<file path="config.mk">
export PLATFORM = sky130hd
export DESIGN_NAME = memdatos_ctrl_flat
export DESIGN_NICKNAME = d
export VERILOG_FILES = /design/src/rtl/memdatos_ctrl_if.sv /design/src/rtl/memdatos_ctrl.sv /design/src/flat_wrapper.sv
export SDC_FILE = /design/constraint.sdc
export NUM_CORES = 2
export LEC_CHECK = 0
export ABC_AREA = 1
export CORE_AREA = 2 2 287 360
export CTS_CLUSTER_SIZE = 25
export DETAILED_ROUTE_END_ITERATION = 16
export DIE_AREA = 0 0 289 362
export PLACE_DENSITY = 0.69
export SYNTH_ARGS = -nofsm -noshare
export SYNTH_HDL_FRONTEND = slang
export SYNTH_SLANG_ARGS = --single-unit
export TNS_END_PERCENT = 100
</file>
<file path="constraint.sdc">
create_clock -name CLK -period 54.8 [get_ports CLK]
set_input_delay 10.96 -clock CLK [delete_from_list [all_inputs] [get_ports CLK]]
set_output_delay 10.96 -clock CLK [all_outputs]
set_load 0.005 [all_outputs]
</file>
<file path="src/rtl/memdatos_ctrl_if.sv">
// MemDatos request/response bundle: W/R strobes, address and write data in,
// READY/VALID/DOUT/ERR back to the datapath.
interface memdatos_ctrl_if #(
   parameter int DW = 32,
   parameter int AW = 5
);
   logic          W;
   logic          R;
   logic [AW-1:0] ADDR;
   logic [DW-1:0] DIN;
   logic          READY;
   logic          VALID;
   logic [DW-1:0] DOUT;
   logic          ERR;

   modport master (
      output W, R, ADDR, DIN,
      input  READY, VALID, DOUT, ERR
   );

   modport slave (
      input  W, R, ADDR, DIN,
      output READY, VALID, DOUT, ERR
   );
endinterface

</file>
<file path="src/rtl/memdatos_ctrl.sv">
// Data-memory responder: single-word SW/LW requests through a 4-state FSM.
// Optional MEMDATOS_STATS_EN adds saturating write/read accept counters.
module memdatos_ctrl #(
   parameter int DW = 32,
   parameter int AW = 5
) (
   input  logic              CLK,
   input  logic              RST,
   memdatos_ctrl_if.slave    bus
`ifdef MEMDATOS_STATS_EN
   ,
   output logic [15:0]       WR_CNT,
   output logic [15:0]       RD_CNT
`endif
);

   localparam int unsigned DEPTH = 2 ** AW;

   typedef enum logic [1:0] {IDLE, WRITE, READ, RESP} state_t;

   state_t        state_q, state_d;
   logic [DW-1:0] mem [DEPTH];
   logic [AW-1:0] addr_q;
   logic [DW-1:0] din_q;
   logic [DW-1:0] dout_q;
   logic          valid_q;
   logic          err_q;

   logic          acc_wr;
   logic          acc_rd;
   logic          err_d;
   logic          wr_en;
   logic          rd_en;

   always_comb begin
      state_d = state_q;
      acc_wr  = 1'b0;
      acc_rd  = 1'b0;
      err_d   = 1'b0;
      wr_en   = 1'b0;
      rd_en   = 1'b0;
      case (state_q)
         IDLE: begin
            if (bus.W && !bus.R) begin
               acc_wr  = 1'b1;
               state_d = WRITE;
            end else if (bus.R && !bus.W) begin
               acc_rd  = 1'b1;
               state_d = READ;
            end else if (bus.W && bus.R) begin
               err_d = 1'b1;
            end
         end
         WRITE: begin
            wr_en   = 1'b1;
            state_d = IDLE;
         end
         READ: begin
            rd_en   = 1'b1;
            state_d = RESP;
         end
         RESP: state_d = IDLE;
         default: state_d = IDLE;
      endcase
   end

   always_ff @(posedge CLK or posedge RST) begin
      if (RST) begin
         state_q <= IDLE;
         addr_q  <= '0;
         din_q   <= '0;
         dout_q  <= '0;
         valid_q <= 1'b0;
         err_q   <= 1'b0;
         for (int unsigned i = 0; i < DEPTH; i++) mem[i] <= '0;
      end else begin
         state_q <= state_d;
         err_q   <= err_d;
         valid_q <= rd_en;
         if (acc_wr || acc_rd) addr_q <= bus.ADDR;
         if (acc_wr) din_q <= bus.DIN;
         if (wr_en) mem[addr_q] <= din_q;
         if (rd_en) dout_q <= mem[addr_q];
      end
   end

   // READY is a pure decode of the registered state, so no input reaches it
   assign bus.READY = (state_q == IDLE);
   assign bus.VALID = valid_q;
   assign bus.ERR   = err_q;
   assign bus.DOUT  = dout_q;

`ifdef MEMDATOS_STATS_EN
   logic [15:0] wr_cnt_q;
   logic [15:0] rd_cnt_q;

   always_ff @(posedge CLK or posedge RST) begin
      if (RST) begin
         wr_cnt_q <= '0;
         rd_cnt_q <= '0;
      end else begin
         if (acc_wr && wr_cnt_q != '1) wr_cnt_q <= wr_cnt_q + 16'd1;
         if (acc_rd && rd_cnt_q != '1) rd_cnt_q <= rd_cnt_q + 16'd1;
      end
   end

   assign WR_CNT = wr_cnt_q;
   assign RD_CNT = rd_cnt_q;
`endif

endmodule

</file>
<file path="src/flat_wrapper.sv">
// flat-port wrapper written by rule: the top's interface ports become plain ports
module memdatos_ctrl_flat 
#(
   parameter int DW = 32,
   parameter int AW = 5
)
  (CLK, RST, bus_W, bus_R, bus_ADDR, bus_DIN, bus_READY, bus_VALID, bus_DOUT, bus_ERR);
  memdatos_ctrl_if #(.DW(DW), .AW(AW)) bus_i ();
  input  logic CLK;
  input  logic RST;
  input wire logic [$bits(bus_i.W)-1:0] bus_W;
  input wire logic [$bits(bus_i.R)-1:0] bus_R;
  input wire logic [$bits(bus_i.ADDR)-1:0] bus_ADDR;
  input wire logic [$bits(bus_i.DIN)-1:0] bus_DIN;
  output wire logic [$bits(bus_i.READY)-1:0] bus_READY;
  output wire logic [$bits(bus_i.VALID)-1:0] bus_VALID;
  output wire logic [$bits(bus_i.DOUT)-1:0] bus_DOUT;
  output wire logic [$bits(bus_i.ERR)-1:0] bus_ERR;
  assign bus_i.W = bus_W;
  assign bus_i.R = bus_R;
  assign bus_i.ADDR = bus_ADDR;
  assign bus_i.DIN = bus_DIN;
  assign bus_READY = bus_i.READY;
  assign bus_VALID = bus_i.VALID;
  assign bus_DOUT = bus_i.DOUT;
  assign bus_ERR = bus_i.ERR;
  memdatos_ctrl #(.DW(DW), .AW(AW)) u_core (.CLK(CLK), .RST(RST), .bus(bus_i));
endmodule
</file>
# Yosys cells after proc, flatten, opt, wreduce, memory -nomap -nowiden
# Index checks and enable logic that the tools add are counted.
[op_classes]
magnitude_cmp = 2
mux = 20
n_reduce_logical = 9
eq_ne = 4
n_bitwise = 1
[ops]
columns = ["cell", "n"]
rows = [
  ["$bwmux W1024", 1],
  ["$bmux W32 S5", 1],
  ["$demux W32 S5", 1],
  ["$mux W32", 3],
  ["$mux W1", 11],
  ["$ge A6 B6 Y1 const B", 1],
  ["$lt A6 B1 Y1 const B", 1],
  ["$not A5 Y6", 1],
  ["$pmux W2 S3", 1],
  ["$eq A2 B2 Y1 const B", 2],
  ["$logic_and A1 B1 Y1", 4],
  ["$mux W2", 2],
  ["$ne A3 B1 Y1 const B", 1],
  ["$eq A2 B1 Y1 const B", 1],
  ["$logic_not A1 Y1", 2],
  ["$logic_not A2 Y1", 1],
  ["$reduce_or A2 Y1", 1],
  ["$logic_or A1 B1 Y1", 1],
]
[totals]
elab_cells = 74
output_inout_bits = 35
register_bits = 1097
inputBits = 41

# Longest topological paths before layout
[depth]
word_depth = 6
ltp_mapped = 13
depth_no_buf = 11

# Worst setup path after synthesis
# Ideal clock, no wire load.
[synth_path]
path_kind = "in2reg"
startpoint = "in bus_R"
endpoint = "reg u_core.state_q[0]"
arrival_time_ns = 11.909
n_path_buf = 2
setup_ns = 0.146
required_ns = 54.654
path_slack_ns = 42.745
cell_stages = 6
path_cell_list = "inv_1 -> ha_1 -> nand2_1 -> clkbuf_1 -> clkbuf_1 -> a22oi_1"
[synth_between]
elab_chain_cells = 4
elab_cells_between_ends = 6
classes_between = "eq/ne (1); mux (2); reduce/logical (3)"
[synth_rtl]
columns = ["element", "line", "source"]
rows = [
  ["start, declared", "flat_wrapper.sv:12", "input wire logic [$bits(bus_i.R)-1:0] bus_R;"],
  ["$logic_not A1 Y1", "memdatos_ctrl.sv:44", "if (bus.W && !bus.R) begin"],
  ["$logic_and A1 B1 Y1", "memdatos_ctrl.sv:44", ""],
  ["$mux W2", "memdatos_ctrl.sv:44", ""],
  ["$pmux W2 S3", "memdatos_ctrl.sv:42", "case (state_q)"],
  ["end signal, assigned", "memdatos_ctrl.sv:77", "state_q <= state_d;"],
  ["end, declared", "memdatos_ctrl.sv:21", "state_t state_q, state_d;"],
]
# Parallel ways exist; a longest one is shown, timed or not.
# A chain may end at the register's enable or synchronous reset.

==> impl_results.md <==
- Status: completed
- Power Total: 0.003164 W
- Number of remaining DRC errors: 0
- Final Critical Period: between 10,000 and 15,000 ps
- Asr flop ratio synth: 1.000
- Critical path fanouts, max: 120
- GRT Residual Overflow: 0
- Largest area contributor in the synthesized netlist: dfrtp_1
- Total power per unit cell area: 57.42 nW/um^2
- Number of hold-slack violations in the final timing report: 0
- Count of boundary I/O pins: 76
- Final setup vio count: 0
- Full die area: around 100,000 um^2
- Most frequently used cell type in the post-synthesis netlist: nand2_1
- Floorplan die width: 289 um
- Overall Global Routing Usage: 0.2850
- Instance count of the mapped netlist: about 6.6k
- Synthesized Nets: 6,630
- Post-CTS Hold Fix Bufs: 0
- Remaining max-slew budget at the tightest pin: 0.2236
- Ratio of final minimum period to clock period: 0.2735
- Last weighted congestion value of the routability-driven placer: 0.7830
- CP required: 55,480 ps
- Clock transition at path regs: 60 ps
- Final max-slew violation count: 0
- Per-cell routed wire length: 18.96 um
- Leakage: around 29 nW
- Post-synth EDFFs: 0
- Sequential-to-total area share from yosys stat: 0.5466
- Diode count: 0
- P&R area growth vs syn: 9.722%
- Detail-routed via count per cell: 5.471
- Startpoint type of the worst setup path: input pin
- Launch instance of the worst min-delay path: u_core.state_q[1]
- Largest clock skew in the final design: 28.62 ps
- Worst R2R Start: u_core.addr_q[1]
- Post-route setup TNS: 0 ps
- Worst ir drop on vdd: 0.03271 mV
- Core Box Area: roughly 100,000 um^2
- Class of the tightest hold or removal check: reg2reg
- Kind of critical path: in2async
- Actual slew at the worst max-slew pin: 1163 ps
- Fmax: ~67 MHz
- YS warnings: 0
- Aggregate routed wire length: 147,300 um
- Layout cell share with drive strength beyond 1: 0.05407
- Largest net degree at the start of global routing: 185
- Syn Std Cell Area: roughly 50,000 um^2
- Flip-flop and latch count after synthesis: 1,097
- Number of buffers on the longest clock path: 3
- First-pass GRT wire length: roughly 230,000 um
- Number of clock sinks: 1,097
- Detail Route Antenna Nets: 0
- Dominant cells by area after synthesis: dfrtp_1 55%, nand2_1 27%, o21ai_1 5.6%, o21ai_0 4.5%, clkbuf_1 2.4%
- Cell chosen for the clock root: clkbuf_16
- Unrepaired setup endpoints after global routing: false
- Gates resized, CTS repair: 0
- Fill count: about 9.6k
- Top cells by count, synth: 3,550 x nand2_1, 1,097 x dfrtp_1, 557 x o21ai_1
- Post-synthesis cell type count: 25
- Clock latency on the worst-skew pair: 690 ps
- Number of buffers created by CTS: about 110
- Die span in y: 362 um
- CTS tree: done
- Kind of end point of the critical path: async pin
- Antenna violations before repair: 1
- Dominant register cell in the synthesized netlist: dfrtp_1
- Post CTS Setup Buffer Count: 0
- PortBufs: 75
- Initial core utilization: 0.4958
- Iteration-0 DRC Markers: between 4k and 5k
- Count of nets after finishing: ~6.4k
- Count of standard-cell rows: around 130
- Level count of the clock H-tree: 3
- Mean Syn Cell Area: between 7 and 8 um^2
- Data arrival time at the worst-slack endpoint: between 15,000 and 20,000 ps
- Total number of vias: between 40k and 50k
- Top cell type's share of synthesized area: 0.5466
- Number of global-route vias before repair: around 40k
- Max-capacitance violation count: 0
- First element of the critical path: RST
- Post-DP HPWL: roughly 75,000 um
- Number of iterations in the first detailed-routing pass: 5
[worst max-delay path, stage by stage]
cell,delay [ps]
clkdlybuf4s50_1,490
inv_8,600
buf_4,780
buf_4,890
buf_4,850
buf_4,850
[state kept, by name, indices dropped and copies added (netlist names)]
register,cells
u_core.din_q,32
u_core.bus.DOUT,32
u_core.state_q,2
u_core.bus.ERR,1
u_core.addr_q,5
u_core.bus.VALID,1
u_core.mem,1024
[through the flow]
step,setup slack (ps),instance area (um^2),cells,utilization,hold slack (ps)
after global routing,39150,55100,7766,0.5440,477.2
after detailed placement,38930,51120,7564,0.5047,466.6
final,39810,55100,7766,0.5440,477.1
after global placement,38980,51120,7564,0.5047,442.9
after floorplan,12950,50220,6586,-,430.8
after CTS,39640,55100,7766,0.5440,473.5
[cell usage in the layout, fill, tap and decap left out, types with 15 or more instances in the layout]
cell,netlist,final
inv_1,97,94
or2_2,31,31
bufinv_16,0,15
clkbuf_8,0,28
o21ai_1,557,557
o21ai_0,455,455
buf_4,3,58
nor2_1,111,109
clkdlybuf4s50_1,0,75
clkbuf_16,0,117
clkbuf_1,323,19
nand3_1,97,97
a21oi_1,41,41
nand2_2,6,17
nand2_4,17,17
clkinv_2,0,19
dfrtp_1,1097,1095
nand2_1,3550,3539
[cell type report]
| class | instances | area [um^2] | share of cell area |
|---|---|---|---|
| Multi-Input combinational cell | 4896 | 20320 | 0.3688 |
| Timing Repair Buffer | 137 | 1266 | 0.02298 |
| Clock buffer | 164 | 3385 | 0.06142 |
| Inverter | 104 | 414.1 | 0.007516 |
| Clock inverter | 38 | 593.1 | 0.01076 |
| Sequential cell | 1097 | 27460 | 0.4983 |
| Tap cell | 1330 | 1664 | 0.03020 |
[path summary, 6_finish.rpt]
path                       slack [ps]                  end  depth (start not counted)
max in group CLK                41790            bus_READY                          2
setup / recovery                39810      u_core.mem[580]                          6
min in group asynchronous       10850      u_core.mem[726]                          2
setup reg to reg                50180  u_core.bus.DOUT[18]                         12
hold reg to reg                   480       u_core.bus.ERR                          1
hold / removal                    480       u_core.bus.ERR                          1
[logic make-up (layout without fill, tap and decap cells)]
logic type                 after synthesis  in the layout  share of synthesized area
and+or+nand+nor                       3824           3824                     0.2953
DFF                                   1097           1097                     0.5466
AOI/OAI and AO/OA                     1069           1069                     0.1077
adders and majority gates                3              3                  0.0007475
buffers and inverters                  593            443                    0.04958
[power by group]
part           switching [W]  internal (W)  total [W]
Clock               0.000324      0.000496   0.000820
Sequential          0.000169       0.00111    0.00128
Combinational       0.000746      0.000320    0.00107
[routing by layer]
| metal | routed length (um) | GRT usage | vias up |
|---|---|---|---|
| li1 | - | - | 20130 |
| met1 | 62230 | 0.3896 | 20470 |
| met2 | 69580 | 0.4742 | 1632 |
| met3 | 11230 | 0.03899 | 260 |
| met4 | 4222 | 0.08177 | 0 |
| met5 | 0 | 0 | - |
Power figures use the tool's default switching activity.
